===== src/rtl/l2_dv_pkg.sv =====
// Shared types and sizing for the L2 dirty/valid SRAM access controller.
package l2_dv_pkg;

    localparam int SETS   = 128;
    localparam int WAYS   = 8;
    localparam int SET_W  = $clog2(SETS);
    localparam int WAY_W  = $clog2(WAYS);
    localparam int DV_W   = 2;
    localparam int ADDR_W = SET_W + WAY_W;
    localparam int ROW_W  = WAYS * DV_W;

    typedef logic [DV_W-1:0] dv_t;

    localparam int DV_VALID_BIT = 0;
    localparam int DV_DIRTY_BIT = 1;

    typedef enum logic [1:0] {
        INIT,
        IDLE,
        RD_WAIT,
        RSP
    } state_t;

endpackage


===== src/rtl/l2_dv_init_seq.sv =====
// Post-reset clear sweep: walks every {set, way} address once, writing zero.
module l2_dv_init_seq
    import l2_dv_pkg::*;
(
    input  logic              clk,
    input  logic              rst_n,
    output logic              we,
    output logic [ADDR_W-1:0] addr,
    output logic              done
);

    localparam logic [ADDR_W-1:0] ADDR_MAX = ADDR_W'(SETS * WAYS - 1);

    logic              run;
    logic              finished;
    logic [ADDR_W-1:0] cnt;

    // run starts on the first edge after reset release so sram_we stays low in reset
    always_ff @(posedge clk or negedge rst_n) begin
        if (!rst_n) begin
            run      <= 1'b0;
            finished <= 1'b0;
            cnt      <= '0;
        end else if (!finished) begin
            if (!run) begin
                run <= 1'b1;
            end else begin
                cnt <= cnt + 1'b1;
                if (cnt == ADDR_MAX) begin
                    run      <= 1'b0;
                    finished <= 1'b1;
                end
            end
        end
    end

    assign we   = run;
    assign addr = cnt;
    assign done = run && (cnt == ADDR_MAX);

endmodule


===== src/rtl/l2_dv_ctrl.sv =====
// L2 dirty/valid SRAM access controller: clear sweep, write-priority arbitration, registered set response.
// Define L2_DV_INIT_EN to enable the post-reset clear sweep; otherwise the SRAM is assumed pre-cleared.
module l2_dv_ctrl
    import l2_dv_pkg::*;
(
    input  logic              clk,
    input  logic              rst_n,
    input  logic              rd_valid,
    output logic              rd_ready,
    input  logic [SET_W-1:0]  rd_set,
    output logic              rsp_valid,
    input  logic              rsp_ready,
    output logic [ROW_W-1:0]  rsp_dv,
    input  logic              wr_valid,
    output logic              wr_ready,
    input  logic [SET_W-1:0]  wr_set,
    input  logic [WAY_W-1:0]  wr_way,
    input  dv_t               wr_dv,
    output logic              init_done,
    output logic              sram_we,
    output logic [ADDR_W-1:0] sram_addr,
    output dv_t               sram_din,
    input  logic [ROW_W-1:0]  sram_dout
);

    state_t            state;
    state_t            state_nxt;
    logic [ADDR_W-1:0] addr_q;
    logic              init_we;
    logic [ADDR_W-1:0] init_addr;
    logic              init_last;
    logic              init_set;
    logic              rd_fire;
    logic              wr_fire;

`ifdef L2_DV_INIT_EN
    localparam state_t RESET_STATE = INIT;

    l2_dv_init_seq u_init_seq (
        .clk   (clk),
        .rst_n (rst_n),
        .we    (init_we),
        .addr  (init_addr),
        .done  (init_last)
    );

    assign init_set = init_last;
`else
    localparam state_t RESET_STATE = IDLE;

    assign init_we   = 1'b0;
    assign init_addr = '0;
    assign init_last = 1'b0;
    assign init_set  = 1'b1;
`endif

    // Readiness is gated by init_done so both builds present zero readies during reset
    assign wr_ready  = init_done;
    assign rd_ready  = init_done && (state == IDLE) && !wr_valid;
    assign wr_fire   = wr_valid && wr_ready;
    assign rd_fire   = rd_valid && rd_ready;
    assign rsp_valid = (state == RSP);

    always_ff @(posedge clk or negedge rst_n) begin
        if (!rst_n) begin
            state     <= RESET_STATE;
            init_done <= 1'b0;
            addr_q    <= '0;
            rsp_dv    <= '0;
        end else begin
            state     <= state_nxt;
            init_done <= init_done | init_set;
            addr_q    <= sram_addr;
            if (state == RD_WAIT) begin
                rsp_dv <= sram_dout;
            end
        end
    end

    // A write can land in any post-init state and overrides the port, so it is applied last
    always_comb begin
        state_nxt = state;
        sram_we   = 1'b0;
        sram_addr = addr_q;
        sram_din  = '0;
        case (state)
            INIT: begin
                sram_we = init_we;
                if (init_we) begin
                    sram_addr = init_addr;
                end
                if (init_last) begin
                    state_nxt = IDLE;
                end
            end
            IDLE: begin
                if (rd_fire) begin
                    sram_addr = {rd_set, {WAY_W{1'b0}}};
                    state_nxt = RD_WAIT;
                end
            end
            RD_WAIT: begin
                state_nxt = RSP;
            end
            RSP: begin
                if (rsp_ready) begin
                    state_nxt = IDLE;
                end
            end
            default: begin
                state_nxt = RESET_STATE;
            end
        endcase
        if (wr_fire) begin
            sram_we   = 1'b1;
            sram_addr = {wr_set, wr_way};
            sram_din  = wr_dv;
        end
    end

endmodule


===== config.mk =====
export PLATFORM = sky130hd
export DESIGN_NAME = l2_dv_ctrl
export DESIGN_NICKNAME = d
export VERILOG_FILES = /design/src/rtl/l2_dv_pkg.sv /design/src/rtl/l2_dv_init_seq.sv /design/src/rtl/l2_dv_ctrl.sv
export SDC_FILE = /design/constraint.sdc
export NUM_CORES = 1
export LEC_CHECK = 0
export ABC_AREA = 0
export BUFFER_PORTS_ARGS = -buffer_cell sky130_fd_sc_hd__buf_2
export CAP_MARGIN = 10
export CORE_MARGIN = 2
export CORE_UTILIZATION = 35
export CTS_CLUSTER_DIAMETER = 150
export CTS_CLUSTER_SIZE = 40
export DETAILED_ROUTE_END_ITERATION = 8
export PLACE_DENSITY = 0.66
export SLEW_MARGIN = 0
export SYNTH_ARGS = -nofsm -noshare
export SYNTH_HDL_FRONTEND = slang
export SYNTH_SLANG_ARGS = --single-unit

===== constraint.sdc =====
create_clock -name clk -period 1.4 [get_ports clk]
set_input_delay 0.21 -clock clk [delete_from_list [all_inputs] [get_ports clk]]
set_output_delay 0.21 -clock clk [all_outputs]
set_load 0.01 [all_outputs]

==> results of run 1 <==
==> worst max-delay path, cell delays in order, from the launching register on <==
cell and delay [ps]:
dfrtp_2 450, and3b_2 290, a31oi_2 260, a21oi_2 100, buf_2 150
==> cell families (layout without fill, tap and decap cells) <==
family / Yosys count / after routing / synth area share, %
other: 1 / 1 / 0.2918
and+or+nand+nor: 25 / 25 / 9.641
AOI/OAI and AO/OA: 26 / 26 / 11.39
muxes: 16 / 16 / 16.94
DFF: 29 / 29 / 56.57
buffers and inverters: 9 / 104 / 5.160
==> path summary, 6_finish.rpt <==
kind,from,to,slack [ps]
worst min register to register,rsp_dv[2],rsp_dv[2],510
max in group asynchronous,rst_n,init_done,440
worst min-delay path,wr_way[0],addr_q[0],160
worst max register to register,init_done,addr_q[7],-270
min in group asynchronous,rst_n,addr_q[8],500
worst max-delay path,init_done,sram_addr[9],-350
==> per-layer routing <==
layer	up-vias	global-route usage [%]	share of wire [%]
met5	-	0	0
met3	14	2.951	3.9
met2	47	28.78	52
met4	0	10.11	3.8
met1	582	21.77	40
li1	556	-	-
==> what timing repair did <==
action,4_1_cts,5_1_grt
pin swaps,15,2
resized for setup,8,33
setup endpoints to repair,12,27
endpoints found under the hold margin,28,0
gates cloned,0,2
setup buffers,13,3
hold buffers,1,0
==> cell type report <==
type                       count  area share, %
sequential                    29          34.73
clock buffer                   7          4.594
inverter                       1         0.3580
multi-input combinational     68          28.10
clock inverter                 1         0.2387
timing repair inverter         1         0.3580
tap                           48          2.864
timing repair buffer          94          28.76
==> synth_stat cells, types with 2 or more instances <==
master   instances
a31oi_1          7
dfrtp_1         28
and3_1           2
mux2_4          10
a21oi_1          7
a21o_2           2
o21ai_0         10
buf_2            3
nor2_1           8
nand2_1          8
mux2_2           6
==> flip-flops by register name, indices dropped and copies added (netlist names) <==
| signal | flops |
|---|---|
| state | 2 |
| addr_q | 10 |
| init_done | 1 |
| rsp_dv | 16 |
==> power by group through the flow <==
stage / Sequential, mW / Combinational, mW / Clock, mW
2_1_floorplan: 0.899 / 0.0915 / 0
3_3_place_gp: 0.900 / 0.213 / 0
3_5_place_dp: 0.903 / 0.222 / 0
4_1_cts: 0.887 / 0.283 / 0.767
5_1_grt: 0.890 / 0.344 / 0.810
6_report: 0.888 / 0.318 / 0.746
==> per-stage QoR <==
step,hold slack [ps],instances,area [um^2],setup TNS [ps],power [mW]
2_1_floorplan,-85.59,106,1285,0,0.9909
6_report,160.1,249,2097,-3628,1.953
3_3_place_gp,258.8,226,1718,-323.2,1.113
4_1_cts,164.1,248,1951,-3364,1.938
5_1_grt,167.1,249,2097,-5057,2.044
3_5_place_dp,274.7,226,1718,-632.0,1.125
==> summary.txt, run 1 <==
Setup path
  • Worst path required time: 1190 ps
  • CP Data Arrival Time: 1540 ps
  • CP Launch Type: flip-flop
  • CP Max Fanout: 7
  • CP Capture Type: primary output
  • Reg2Reg Depth: 7
  • CP Class: reg2out

Yosys
  • Seq cells post-synth: 29
  • Mapped Area: 0.001285 mm^2
  • Post-synth EDFFs: 0
  • Post-synth net total: 146
  • Distinct cells, synth: 26
  • Synth area leaders: dfrtp_1 (55%), mux2_4 (12%), mux2_2 (5.3%)
  • Mapped Cells: 106
  • Seq/Total Area, Yosys: 56.57%
  • Dominant synthesized flop cell: dfrtp_1
  • Ys async rst share: 100.0%
  • Post-synth top area share: 54.53%
  • Synthesis Warnings: 0
  • Synth area leader: dfrtp_1
  • Post-Syn Area per Cell: 12.12 um^2

Detailed routing
  • DR iter-0 viols: 64
  • Detailed Routing Iterations Pass 1: 4
  • Routed wire length per instance: 15.06 um
  • Via Count: 1,199
  • Total Routed Length: 3.751 mm
  • Final ANT Viol Nets: 0
  • Vias per cell: 4.815
  • DRC Markers: 0

Clock network
  • Clock Path Buffers: 2
  • Clock Latency Late Sink: 270 ps
  • CTS tree: built
  • TritonCTS Sinks: 29
  • CTS clk-pin slew, worst paths: 70 ps
  • H-tree lvl count: 2
  • Root buffer cell: clkbuf_8
  • Number of buffers created by CTS: 5

Outcome
  • Status: finished with violations
  • Failing checks: negative setup slack

Floorplan
  • Rows: 22
  • Die W: 64.59 um
  • IO Pins: 73
  • Initial core utilization: 35.63%
  • Die height: 64.59 um
  • Die ar.: 0.004172 mm^2
  • Core area: 0.003606 mm^2

STA
  • # setup viols final: 31
  • Final period utilization: 124.6%
  • Tightest Pin Transition: 653.7 ps
  • Relative slew slack: 56.42%
  • Minimum clock period after layout: 1745 ps
  • Peak Freq: 0.5731 GHz
  • Final Max Slew Viols: 0
  • Final worst slack: -345.0 ps
  • Unrepaired setup endpoints after global routing: yes
  • Clock skew: 7.151 ps
  • Final Hold Fails: 0

Worst hold path
  • Hold crit path type: in2reg
  • Hold Path Stages: 3

Place
  • Final HPWL DP: 2.272 mm
  • Final GP Congestion: 0.8407
  • I/O Buffers: 72
  • Setup WS pre-CTS: -89.84 ps

Layout
  • Fillers: 321
  • Highest-count cells in the layout ignoring fill and taps: buf_2 (69), dfrtp_1 (27), mux2_4 (16), buf_4 (13), buf_6 (8)
  • Layout cells sized above 1: 69.15%
  • Multi-input gate area: 589.3 um^2
  • Fin util: 58.15%
  • Final net count: 240
  • Most common cell after layout, fill and taps aside: buf_2
  • Register Area: 728.2 um^2
  • Antenna Cells: 0
  • Layout area overhead: 63.19%

Global routing
  • Total gr overflow: 0
  • Vias in the first global route: 1,163
  • Global-route wire length before repair: 5.513 mm
  • Initial antenna violation count: 0
  • GR Util All Layers: 17.52%
  • Largest net degree at the start of global routing: 30

Pwr
  • Pleak: 1.090 nW
  • Switching Share: 24.24%
  • P_sw: 473.3 uW
  • Internal: 1.479 mW
  • Peak VDD IR: 0.3684 mV
  • P per Cell Area: 931.1 mW/mm^2
  • Comb power frac: 16.3%
  • Clock Power Share: 38.2%
  • Sequential power share: 45.5%

Run
  • Max_cap viols: 0
Power figures use the tool's default switching activity.
==> inputs of run 2 (changes only) <==
Settings changed: SKIP_LAST_GASP set to 1.
==> run 2 against run 1 <==
Compared with the run above: the flow still finishes with violations (negative setup slack); core utilization shrank 0.14 points; critical path depth is the same; count of clock-buffer cells in the layout is the same; die area is the same; cell count grew 0.80%; global-route usage is the same; hold slack gained 11 ps; critical path type unchanged; sequential cell count is the same; sequential power is essentially flat; worst setup slack gained 9.6 ps.
==> summary.txt, run 2 (synthesized netlist as in run 1, its figures left out) <==
Outcome
  • Status: finished with violations
  • Failing checks: negative setup slack

Pwr
  • Sequential power share: 45.5% (about the same)
  • Final Power: 1.953 mW (about the same)
  • Internal: 1.480 mW (about the same)
  • P_sw: 473.0 uW (about the same)
  • Clock Power Share: 38.4% (+0.2 points)
  • Peak VDD IR: 0.3679 mV (-0.14%)
  • Pleak: 1.103 nW (+1.2%)
  • P per Cell Area: 933.5 mW/mm^2 (+0.26%)
  • Switching Share: 24.22% (about the same)
  • Comb power frac: 16.1% (-0.2 points)

Detailed routing
  • Vias per cell: 4.861 (+0.94%)
  • DRC Markers: 0 (unchanged)
  • Total Routed Length: 3.722 mm (-0.77%)
  • Via Count: 1,220 (+1.8%)
  • Detailed Routing Iterations Pass 1: 4 (unchanged)
  • Routed wire length per instance: 14.83 um (-1.6%)
  • Final ANT Viol Nets: 0 (unchanged)
  • DR iter-0 viols: 55 (-14%)

STA
  • Final worst slack: -335.5 ps (+9.561 ps)
  • Final Hold Fails: 0 (unchanged)
  • Final Max Slew Viols: 0 (unchanged)
  • Unrepaired setup endpoints after global routing: yes
  • Final period utilization: 124.0% (-0.68 points)
  • Peak Freq: 0.5762 GHz (+0.55%)
  • Final TNS setup: -3826 ps (-198.3 ps)
  • Minimum clock period after layout: 1735 ps (-9.561 ps)
  • Clock skew: 7.366 ps (+0.2146 ps)
  • Tightest Pin Transition: 640.8 ps (-12.82 ps)
  • Relative slew slack: 57.28% (+0.85 points)
  • # setup viols final: 31 (unchanged)

Layout
  • Top flop regs: rsp_dv x16, addr_q x10, state x2
  • Highest-count cells in the layout ignoring fill and taps: buf_2 (71), dfrtp_1 (27), buf_4 (17), mux2_4 (16)
  • Most common cell after layout, fill and taps aside: buf_2
  • Layout area overhead: 62.80%
  • Final net count: 242 (+0.83%)
  • Max reg flops: 16 (unchanged)
  • Fin util: 58.02% (-0.14 points)
  • Biggest register: rsp_dv
  • Layout cells sized above 1: 67.98% (-1.2 points)
  • Antenna Cells: 0 (unchanged)

Floorplan
  • Die ar.: 0.004172 mm^2 (unchanged)
  • Core area: 0.003606 mm^2 (unchanged)
  • Rows: 22 (unchanged)
  • Die W: 64.59 um (unchanged)
  • IO Pins: 73 (unchanged)
  • Initial core utilization: 35.63% (unchanged)
  • Die height: 64.59 um (unchanged)

Global routing
  • Largest net degree at the start of global routing: 30 (unchanged)
  • Met3 track demand over resource: 2.951% (unchanged)
  • Vias in the first global route: 1,163 (unchanged)
  • Global-route wire length before repair: 5.513 mm (unchanged)
  • GR Util All Layers: 17.52% (unchanged)
  • GRT Max-Usage Layer: met2
  • Total gr overflow: 0 (unchanged)
  • Initial antenna violation count: 0 (unchanged)
  • GR Util met2: 28.78% (unchanged)
  • Met1 GRT Util: 21.77% (unchanged)

Setup path
  • Reg2reg setup slack: -320 ps (-50 ps)
  • CP Capture Type: primary output
  • Critical path's largest stage delay: 440 ps (about the same)
  • Crit-path cells: and3b_2 > a31oi_1 > a21oi_2 > buf_2
  • Crit path max-delay family: flip-flops
  • Crit path to: sram_addr[7]
  • FF-to-FF Start: init_done
  • Slowest cell on the critical path: dfrtp_2
  • Setup crit start: init_done
  • CP Launch Type: flip-flop
  • Reg2Reg Depth: 7 (unchanged)
  • CP Data Arrival Time: 1530 ps (about the same)
  • Number of cells on the critical path: 4 (unchanged)
  • Worst path required time: 1190 ps (about the same)
  • CP Max Fanout: 7 (unchanged)
  • CP Class: reg2out
  • CP bufs+invs: 1 (unchanged)
  • RR Endpoint: addr_q[7]

Clock network
  • Root buffer cell: clkbuf_8
  • CTS clk-pin slew, worst paths: 70 ps (about the same)
  • Number of buffers created by CTS: 5 (unchanged)
  • Clock Latency Late Sink: 270 ps (about the same)
  • CTS tree: built
  • H-tree lvl count: 2 (unchanged)
  • Clock Path Buffers: 2 (unchanged)
  • TritonCTS Sinks: 29 (unchanged)

Run
  • Max_cap viols: 0 (unchanged)

Place
  • Final GP Congestion: 0.8407 (unchanged)
  • I/O Buffers: 72 (unchanged)
  • Final HPWL DP: 2.272 mm (unchanged)

Worst hold path
  • Hold crit path type: in2reg
run 2: changes by cell type in the layout (fill, tap and decap cells not counted), sizes merged:
| cell | change |
|---|---|
| clkbuf | +1 |
| buf | +1 |
run 2: metrics by stage:
stage               hold WS, ps  setup WS [ps]  instances  area, um^2
floorplan                -85.59          41.09        106        1285
global placement          258.8         -57.40        226        1718
detailed placement        274.7         -89.84        226        1718
CTS                       164.1         -285.6        248        1944
global route              167.7         -410.2        251        2092
finish                    171.4         -335.5        251        2092
run 2: power groups by stage:
stage | registers, mW | clock network (mW) | logic, mW
final | 0.888 | 0.751 | 0.314
after detailed placement | 0.903 | 0 | 0.222
after global placement | 0.900 | 0 | 0.213
after floorplan | 0.899 | 0 | 0.0915
after global routing | 0.890 | 0.809 | 0.344
after CTS | 0.887 | 0.767 | 0.283
run 2: how the worst min path moves through the flow:
stage	slack, ps	startpoint	end	cells after the start
2_1_floorplan	-90	rst_n	addr_q[0]	0
3_3_place_gp	260	rst_n	addr_q[3]	1
3_5_place_dp	270	rst_n	addr_q[3]	1
4_1_cts	160	sram_dout[2]	rsp_dv[2]	2
5_1_grt	170	sram_dout[9]	rsp_dv[9]	2
6_report	170	sram_dout[1]	rsp_dv[1]	2
run 2: final cells by class:
cell class,instances,area (um^2)
multi-input cells,68,575.6
clock buffers,7,96.34
inverters,1,7.507
well taps,48,60.06
fillers,318,1514
repair buffers,96,611.8
repair inverters,1,7.507
clock inverters,1,5.005
flip-flops and latches,29,728.2
run 2: routing by layer:
| layer | vias up | wire, um |
|---|---|---|
| met3 | 11 | 145 |
| li1 | 559 | - |
| met2 | 50 | 1981 |
| met4 | 0 | 109 |
| met1 | 600 | 1486 |
| met5 | - | 0 |
run 2: what timing repair did:
item	CTS	global route
gates resized for setup	6	27
hold buffers	1	0
buffers inserted	13	4
setup endpoints to repair	12	31
pin swaps	15	2
endpoints found under the hold margin	28	0
cloned	0	3
==> inputs of run 3 (changes only) <==
Settings changed: CAP_MARGIN 10 to 20, CTS_CLUSTER_DIAMETER 150 to unset, PLACE_DENSITY 0.66 to 0.71.
==> run 3 against run 2 <==
Compared with the run above: the run still ends with negative setup slack left; critical endpoint is now sram_addr[6]; clock skew about the same; core utilization down 4.8 points; largest power group unchanged; design area fell by 8.2%; sequential share of layout area rose by 3.0 points; count of clock-buffer cells in the layout is the same; sequential power about the same; maximum frequency grew 4.0%; non-clock buffer count fell by 10; largest cell class unchanged.
==> summary.txt, run 3 (synthesized netlist as in run 1, its figures left out) <==
Detailed routing
  • Total Routed Length: 3.009 mm (-19%)
  • DRC Markers: 0 (unchanged)
  • Detailed Routing Iterations Pass 1: 4 (unchanged)
  • Routed wire length per instance: 12.54 um (-15%)
  • Via Count: 1,106 (-9.3%)
  • Final ANT Viol Nets: 0 (unchanged)
  • DR iter-0 viols: 53 (-3.6%)
  • Vias per cell: 4.608 (-5.2%)

Clock network
  • Clock Latency Late Sink: 280 ps (about the same)
  • H-tree lvl count: 2 (unchanged)
  • CTS tree: built
  • Clock Path Buffers: 2 (unchanged)
  • TritonCTS Sinks: 29 (unchanged)
  • CTS clk-pin slew, worst paths: 60 ps (about the same)
  • Root buffer cell: clkbuf_8
  • Number of buffers created by CTS: 5 (unchanged)

STA
  • # setup viols final: 11 (-65%)
  • Minimum clock period after layout: 1669 ps (-66.72 ps)
  • Peak Freq: 0.5992 GHz (+4.0%)
  • Final worst slack: -268.8 ps (+66.72 ps)
  • Final TNS setup: -2496 ps (+1330 ps)
  • Final Hold Fails: 0 (unchanged)
  • Relative slew slack: 57.93% (+0.66 points)
  • Tightest Pin Transition: 631.0 ps (-9.863 ps)
  • Final period utilization: 119.2% (-4.8 points)
  • Clock skew: 7.234 ps (-0.1315 ps)
  • Unrepaired setup endpoints after global routing: yes
  • Final Max Slew Viols: 0 (unchanged)
  • Worst hold slack: 159.2 ps (-12.23 ps)

Global routing
  • Largest net degree at the start of global routing: 30 (unchanged)
  • Vias in the first global route: 1,078 (-7.3%)
  • Initial antenna violation count: 0 (unchanged)
  • GR Util All Layers: 15.99% (-1.5 points)
  • Total gr overflow: 0 (unchanged)
  • Global-route wire length before repair: 5.009 mm (-9.1%)

Layout
  • Max reg flops: 16 (unchanged)
  • Layout cells sized above 1: 64.06% (-3.9 points)
  • Biggest register: rsp_dv
  • Final net count: 231 (-4.5%)
  • Most common cell after layout, fill and taps aside: buf_2
  • Layout area overhead: 49.46%
  • Fillers: 343 (+7.9%)
  • Highest-count cells in the layout ignoring fill and taps: buf_2 (71), dfrtp_1 (28), buf_4 (11), mux2_4 (10), nand2_1 (8)
  • Top flop regs: rsp_dv x16, addr_q x10, state x2
  • Antenna Cells: 0 (unchanged)
  • Non-Filler Instances: 240 (-4.4%)

Pwr
  • Sequential power share: 44.1% (-1.4 points)
  • Pleak: 1.038 nW (-5.9%)
  • Peak VDD IR: 0.5286 mV (+44%)
  • Internal: 1.581 mW (+6.8%)
  • P per Cell Area: 1051 mW/mm^2 (+13%)
  • Switching Share: 21.67% (-2.6 points)
  • Comb power frac: 12.7% (-3.4 points)
  • P_sw: 437.4 uW (-7.5%)
  • Clock Power Share: 43.2% (+4.8 points)

Worst hold path
  • Hold crit path type: in2reg

Floorplan
  • Initial core utilization: 35.63% (unchanged)
  • Rows: 22 (unchanged)
  • Die height: 64.59 um (unchanged)
  • IO Pins: 73 (unchanged)
  • Die W: 64.59 um (unchanged)
  • Die ar.: 0.004172 mm^2 (unchanged)
  • Core area: 0.003606 mm^2 (unchanged)

Place
  • Setup WS pre-CTS: -74.86 ps (+14.97 ps)
  • I/O Buffers: 72 (unchanged)
  • Final HPWL DP: 2.182 mm (-4.0%)
  • Final GP Congestion: 0.7336 (-13%)
  • Inst Count DP: 228 (+0.88%)

Outcome
  • Status: finished with violations
  • Failing checks: negative setup slack

Run
  • Max_cap viols: 0 (unchanged)

Setup path
  • Worst path required time: 1190 ps (about the same)
  • CP Capture Type: primary output
  • CP Class: reg2out
  • CP Launch Type: flip-flop
  • CP Max Fanout: 8 (+1)
  • CP Data Arrival Time: 1460 ps (-70 ps)
-- run 3: changes by cell type in the layout (fill, tap and decap cells not counted), sizes merged --
cell and delta:
clkinv -1, clkbuf -2, inv +1, buf -8, clkinvlp -2, bufinv +1
-- run 3: power by group through the flow --
stage / Sequential, mW / Clock, mW / Combinational, mW
CTS: 0.887 / 0.904 / 0.248
finish: 0.891 / 0.872 / 0.256
detailed placement: 0.901 / 0 / 0.227
floorplan: 0.899 / 0 / 0.0915
global route: 0.893 / 0.958 / 0.283
global placement: 0.900 / 0 / 0.223
-- run 3: stage by stage --
stage                     util, %  area [um^2]  power, mW
after floorplan                 -         1285     0.9909
after global placement      48.06         1733      1.123
after detailed placement    48.06         1733      1.128
after CTS                   52.64         1898      2.040
after global routing        53.26         1921      2.134
final                       53.26         1921      2.019
-- run 3: per-layer routing --
| metal | vias to the layer above | GRT usage [%] | routed length [um] |
|---|---|---|---|
| met5 | - | 0 | 0 |
| met4 | 0 | 7.979 | 50 |
| met3 | 5 | 4.688 | 192 |
| met2 | 43 | 25.00 | 1393 |
| met1 | 525 | 20.18 | 1373 |
| li1 | 533 | - | - |
-- run 3: timing repair --
action,CTS,global route
buffers inserted,3,0
resized for setup,9,9
endpoints found under the setup margin,13,13
hold endpoints to repair,28,0
hold buffers,1,0
pin swaps,11,0
-- run 3: critical path, stage by stage (launching register included) --
cell and delay (ps):
dfstp_2 530, nand2b_1 90, buf_6 160, o21ai_0 160, a21oi_1 100, buf_2 150
-- run 3: cell type report --
class | instances | area [um^2] | area share (%)
clock buffer | 7 | 86.33 | 4.495
clock inverter | 1 | 30.03 | 1.564
inverter | 1 | 3.754 | 0.1954
multi-input combinational | 68 | 523.0 | 27.23
sequential | 29 | 726.9 | 37.85
tap | 48 | 60.06 | 3.127
timing repair buffer | 86 | 490.5 | 25.54
-- run 3: worst paths after layout --
kind | depth (start not counted) | endpoint | slack, ps | from
hold / removal | 2 | rsp_dv[4] | 160 | sram_dout[4]
min in group asynchronous | 2 | rsp_dv[10] | 490 | rst_n
setup reg to reg | 6 | addr_q[7] | 40 | state[0]
max in group asynchronous | 2 | rsp_dv[5] | 480 | rst_n
hold reg to reg | 1 | rsp_dv[5] | 500 | rsp_dv[5]
setup / recovery | 5 | sram_addr[6] | -270 | state[0]
